===== config.mk =====
export PLATFORM = sky130hd
export DESIGN_NAME = mac_accum_6bit
export DESIGN_NICKNAME = d
export VERILOG_FILES = /design/src/rtl/mac_accum_6bit.sv
export SDC_FILE = /design/constraint.sdc
export NUM_CORES = 1
export LEC_CHECK = 0
export BUFFER_PORTS_ARGS = -buffer_cell sky130_fd_sc_hd__buf_2
export CAP_MARGIN = 20
export CORE_UTILIZATION = 45
export CTS_CLUSTER_SIZE = 8
export DETAILED_ROUTE_END_ITERATION = 7
export PLACE_DENSITY = 0.82
export SLEW_MARGIN = 20
export SYNTH_ARGS = -nofsm -noshare
export SYNTH_HDL_FRONTEND = slang
export SYNTH_SLANG_ARGS = --single-unit
export TNS_END_PERCENT = 50

===== constraint.sdc =====
create_clock -name clk -period 5.7 [get_ports clk]
set_input_delay 1.14 -clock clk [delete_from_list [all_inputs] [get_ports clk]]
set_output_delay 1.14 -clock clk [all_outputs]
set_load 0.02 [all_outputs]

===== src/rtl/mac_accum_6bit.sv =====
// Multiply-accumulate controller around an external 6x6 signed multiplier.
// Accepts operand pairs, sums N_TERMS saturated products, and holds the frame sum until it is taken downstream.
module mac_accum_6bit #(
   parameter int unsigned N_TERMS = 4,
   parameter int unsigned ACC_W   = 16
) (
   input  logic             clk,
   input  logic             rst,
   input  logic             in_valid,
   output logic             in_ready,
   input  logic [5:0]       a_in,
   input  logic [5:0]       b_in,
   output logic [5:0]       mult_a,
   output logic [5:0]       mult_b,
   input  logic [11:0]      mult_p,
   output logic             out_valid,
   input  logic             out_ready,
   output logic [ACC_W-1:0] acc_out,
   output logic             ovf
);

   localparam int unsigned CNT_W = (N_TERMS < 2) ? 1 : $clog2(N_TERMS);

   typedef enum logic [1:0] {
      S_LOAD,
      S_MUL,
      S_OUT
   } state_e;

   state_e             state_q, state_d;
   logic [5:0]         mult_a_q, mult_a_d;
   logic [5:0]         mult_b_q, mult_b_d;
   logic [ACC_W-1:0]   acc_q, acc_d;
   logic [CNT_W-1:0]   count_q, count_d;
   logic               ovf_q, ovf_d;

   // One guard bit: overflow shows as disagreement between the top two bits.
   logic [ACC_W:0]     sum;
   logic               sat;
   logic [ACC_W-1:0]   sat_val;

   always_comb begin
      sum     = {acc_q[ACC_W-1], acc_q} + {{(ACC_W + 1 - 12){mult_p[11]}}, mult_p};
      sat     = sum[ACC_W] ^ sum[ACC_W-1];
      sat_val = sum[ACC_W] ? {1'b1, {(ACC_W - 1){1'b0}}} : {1'b0, {(ACC_W - 1){1'b1}}};
   end

   always_comb begin
      state_d  = state_q;
      mult_a_d = mult_a_q;
      mult_b_d = mult_b_q;
      acc_d    = acc_q;
      count_d  = count_q;
      ovf_d    = ovf_q;
      case (state_q)
         S_LOAD: begin
            if (in_valid) begin
               mult_a_d = a_in;
               mult_b_d = b_in;
               state_d  = S_MUL;
            end
         end
         S_MUL: begin
            if (sat) begin
               acc_d = sat_val;
               ovf_d = 1'b1;
            end else begin
               acc_d = sum[ACC_W-1:0];
            end
            if (count_q == CNT_W'(N_TERMS - 1)) begin
               count_d = '0;
               state_d = S_OUT;
            end else begin
               count_d = count_q + 1'b1;
               state_d = S_LOAD;
            end
         end
         S_OUT: begin
            if (out_ready) begin
               acc_d   = '0;
               ovf_d   = 1'b0;
               state_d = S_LOAD;
            end
         end
         default: state_d = S_LOAD;
      endcase
   end

   always_ff @(posedge clk) begin
      if (rst) begin
         state_q  <= S_LOAD;
         mult_a_q <= '0;
         mult_b_q <= '0;
         acc_q    <= '0;
         count_q  <= '0;
         ovf_q    <= 1'b0;
      end else begin
         state_q  <= state_d;
         mult_a_q <= mult_a_d;
         mult_b_q <= mult_b_d;
         acc_q    <= acc_d;
         count_q  <= count_d;
         ovf_q    <= ovf_d;
      end
   end

   assign in_ready  = (state_q == S_LOAD);
   assign out_valid = (state_q == S_OUT);
   assign mult_a    = mult_a_q;
   assign mult_b    = mult_b_q;
   assign acc_out   = acc_q;
   assign ovf       = ovf_q;

endmodule


After elaboration in Yosys (flattened, before gate mapping)
Index checks and enable logic that the tools add are counted.
{ "totals": {"wordCells": 33, "regBits": 33, "in_bits": 28} }
{ "classes": {"add_sub_neg": 2, "n_reduce_logical": 6, "n_eq_ne": 6, "n_mux": 12, "bitwise_logic": 1} }
{ "op_table": {"columns": ["op", "count"], "rows": [
  ["two-way mux 16 bit", 3],
  ["one-hot mux 16 bit (2 select lines)", 1],
  ["adder 16 x 12 -> 17 bit", 1],
  ["two-way mux 2 bit", 4],
  ["one-hot mux 2 bit (3 select lines)", 1],
  ["AND reduction 2 bit", 3],
  ["equality test 2 bit, second input constant", 2],
  ["!= test 2 bit, second input constant", 2],
  ["AND reduction 3 bit", 1],
  ["adder 2 x 1 -> 2 bit, second input constant", 1],
  ["equality test 2 x 1 -> 1 bit, second input constant", 1],
  ["logical NOT 2 bit", 1],
  ["two-way mux 1 bit", 2],
  ["!= test 2 x 1 -> 1 bit, second input constant", 1],
  ["one-hot mux 1 bit (2 select lines)", 1],
  ["nonzero test 2 bit", 1],
  ["XOR 1 bit", 1]
]} }

Longest topological paths before layout
{ "logic_depth": {"word_depth": 4, "mapped_depth": 9} }

Least setup slack after synthesis
Ideal clock, no wire load.
{ "synth_timing": {"kind": "input port to flip-flop", "startpoint": "input port mult_p[4]", "endpoint": "register acc_q[12] (netlist: acc_out[12])", "cell_stages": 8, "n_path_buf": 1, "setup_slack_ns": 2.496, "arrival_ns": 3.082, "required_ns": 5.578, "cell_sequence": "ha_1 > nand2_1 > o311a_1 > or3_4 > and3_1 > o21a_1 > buf_2 > a221o_1"} }
{ "synth_via": {"elab_chain_len": 4} }
{ "synth_lines": {"columns": ["item", "line_no", "source"], "rows": [
  ["start: declaration", "15", "input logic [11:0] mult_p,"],
  ["adder 16 x 12 -> 17 bit *", "43", "sum = {acc_q[ACC_W-1], acc_q} + {{(ACC_W + 1 - 12){mult_p[11]}}, mult_p};"],
  ["two-way mux 16 bit / XOR 1 bit (equally long branches)", "45, 44", null],
  ["two-way mux 16 bit *", "64", "if (sat) begin"],
  ["one-hot mux 16 bit (2 select lines) *", "55", "case (state_q)"],
  ["end signal: assignment", "94", "acc_q <= '0;"],
  ["end signal: assignment", "101", "acc_q <= acc_d;"],
  ["end: declaration", "33", "logic [ACC_W-1:0] acc_q, acc_d;"]
]} }
Mark *: on every way between the ends. The rest lies on a longest branch, timed or not.
A chain may end at the register's enable or synchronous reset.

Worst setup path in the final report
{ "layout_timing": {"startpoint": "input port mult_p[3]", "endpoint": "register acc_q[14] (netlist: acc_out[14])"} }
Same word-level chain as after synthesis.

==> results.md <==
- Run status: completed
- Synth cell types: 42
- # setup viols final: 0
- Initial Util: 48.5%
- Synthesized area: 2000 µm²
- Core area: 4120 µm²
- Post-synth top area share: 33.1%
- Aggregate global routing overflow: 0
- Clock insertion delay at the later pin of the skew report: 0.29 ns
- Area after DPL: 2320 µm²
- Post-CTS Setup Repair Bufs: 0
- Row count: 23
- Pin count of the biggest net entering global routing: 22
- CP arrival: 3.83 ns
- Slew Limit Headroom: 38.8%
- Detailed Routing Iterations Pass 1: 4
- IO Count: 59
- Die W: 68.6 µm
- YS warnings: 0
- Root buffer cell: clkbuf_8
- Final core occ: 59.6%
- Number of hold buffers added after cts: 0
- RSZ-0062 raised after global routing: no
- Gates resized, CTS repair: 0
- Vias per cell: 5.76
- Post-Route WL: 4910 µm
- Layout cells sized above 1: 23.5%
- Fillers: 371
- Final Instance Area: 2450 µm²
- Cell Pwr Density: 320 nW/µm²
- Max-cap violations: 0
- Nature of the critical path startpoint: primary input
- Ys async rst share: 0%
- Fin cells: 348
- Post-synth top cells: 42 x nand2_1, 33 x dfxtp_1, 28 x a21oi_1, 17 x ha_1, 13 x nor2_1
- Syn_nets: 285
- WL/cell: 14.1 µm
- Chip height: 68.6 µm
- HP Class: reg2reg
- Reg area: 661 µm²
- First-pass GRT wire length: 7290 µm
- Total Routing Usage GR: 21.3%
- Fin crit period: 3.59 ns
- CP Capture Type: register
- Synth Register Bits: 33
- Most area-consuming cells after synthesis: dfxtp_1 33%, ha_1 11%, nand2_1 7.9%
- Port bufs: 58
- Mapped Cells: 239
- Placer's final routability congestion estimate: 0.811
- Synthesis-to-layout area growth: 22.9%
- Initial antenna violation count: 0
- Worst slew pin tran: 0.917 ns
- Worst Setup Path Type: in2reg
- Detailed Place HPWL: 3580 µm
- Maximum vdd drop: 0.000169 V
- Iteration-0 DRC Markers: 90
- Nets: 343
- Max Clock Skew: 0.00775 ns
- Top FF cell, synth: dfxtp_1
- Hold Violations, Final: 0
- Top cell type by total area after synthesis: dfxtp_1
- CTS Buf Count: 5
- Max H-tree Level: 2
- Total clock sinks: 33
- Pleak: 1.17 nW
- Post-synthesis sequential area ratio: 33.1%
- Max frequency: 278 MHz
- Die area: 4710 µm²
- Post-placement cell count: 340
- Multi-input logic area: 1280 µm²
- DRC Markers: 0
- Post-synthesis average cell area: 8.35 µm²
- Clk slew on worst S/H paths: 0.07 ns
- CTS tree: built
- Tcrit/Tclk final: 63.0%
- Fin. max-slew vios: 0
- Setup total negative slack: 0 ns
- Pwr Total: 0.000786 W
- Clk buf depth: 2
- Vias in the first global route: 1646
- CP required: 5.94 ns
- Post-synth EDFFs: 0
- Ant diodes: 0
- Vias post-DR: 2003
- Worst-path fanout max: 11
- Most frequent cell after synthesis: nand2_1
- Post-route ant nets: 0
[worst max-delay path, cell delays in order]
cell and delay (ns):
buf_2 0.10, ha_1 0.35, nand2_1 0.11, o311a_1 0.40, or3_4 0.43, a311o_1 0.29
a21oi_1 0.71, a221o_1 0.29
[state kept, by name, indices dropped and copies added (netlist names)]
| register | count |
|---|---|
| acc_out | 16 |
| ovf | 1 |
| mult_a | 6 |
| state_q | 2 |
| count_q | 2 |
| mult_b | 6 |
[layout make-up]
class | count | share of cell area (%)
multi-input combinational | 194 | 52.3
inverter | 4 | 0.612
timing repair buffer | 59 | 12.1
tap | 50 | 2.55
clock buffer | 5 | 2.80
clock inverter | 3 | 2.65
sequential | 33 | 26.9
[per-stage QoR]
| step | setup slack (ns) | hold WS, ns |
|---|---|---|
| 5_1_grt | 1.96 | 0.472 |
| 3_3_place_gp | 1.91 | 0.439 |
| 3_5_place_dp | 1.85 | 0.443 |
| 6_report | 2.11 | 0.455 |
| 2_1_floorplan | 2.50 | 0.440 |
| 4_1_cts | 2.12 | 0.453 |
[routing by layer]
metal | GRT usage, % | up-vias | part of all wire (%) | routed length [µm]
met5 | 0 | - | 0 | 0
met4 | 12.0 | 0 | 2.7 | 133
met3 | 3.95 | 15 | 5.4 | 263
met2 | 34.2 | 59 | 47 | 2300
met1 | 26.5 | 917 | 45 | 2220
li1 | - | 1012 | - | -
[where the power goes]
part | total (W) | switching (W) | internal [W]
Sequential | 0.000271 | 0.0000174 | 0.000254
Combinational | 0.000250 | 0.000147 | 0.000103
Clock | 0.000265 | 0.0000914 | 0.000174
[kinds of logic after synthesis]
family | share of synthesized area [%]
buf+inv | 2.57
flops | 33.1
mux | 0.502
xor+xnor | 3.51
compound gates | 29.6
fa+ha+maj | 11.7
simple gates | 19.1
[final timing paths]
check / startpoint / endpoint / slack [ns] / cells past startpoint
worst max-delay path: mult_p[3] / acc_out[14] / 2.11 / 8
worst min-delay path: mult_b[3] / mult_b[3] / 0.46 / 2
worst max register to register: acc_out[4] / acc_out[14] / 2.70 / 7
worst min register to register: mult_b[3] / mult_b[3] / 0.46 / 2
[placed cells by master (no fill, tap or decap), types with 2 or more instances in the layout]
cell type / Yosys / routed
nand3_1: 2 / 2
a221o_1: 11 / 11
o21bai_1: 2 / 2
and2_1: 4 / 4
a31oi_1: 2 / 2
a311oi_1: 2 / 2
xor2_1: 3 / 3
inv_1: 4 / 4
ha_1: 17 / 17
o211ai_1: 2 / 2
o21ai_0: 8 / 8
a22oi_1: 2 / 2
xnor2_1: 5 / 5
nor3_1: 5 / 5
a211oi_1: 5 / 5
nor2_1: 13 / 13
o31ai_1: 2 / 2
a2111oi_0: 2 / 2
a21oi_1: 28 / 28
and3_1: 5 / 5
o21a_1: 4 / 4
a221oi_1: 3 / 3
dfxtp_1: 33 / 33
nor2b_1: 5 / 5
o311ai_1: 2 / 2
bufinv_16: 0 / 2
buf_2: 2 / 58
a21o_1: 4 / 4
or3_1: 3 / 3
nand2_1: 42 / 42
clkbuf_8: 0 / 5
(Power assumes the default switching activity.)
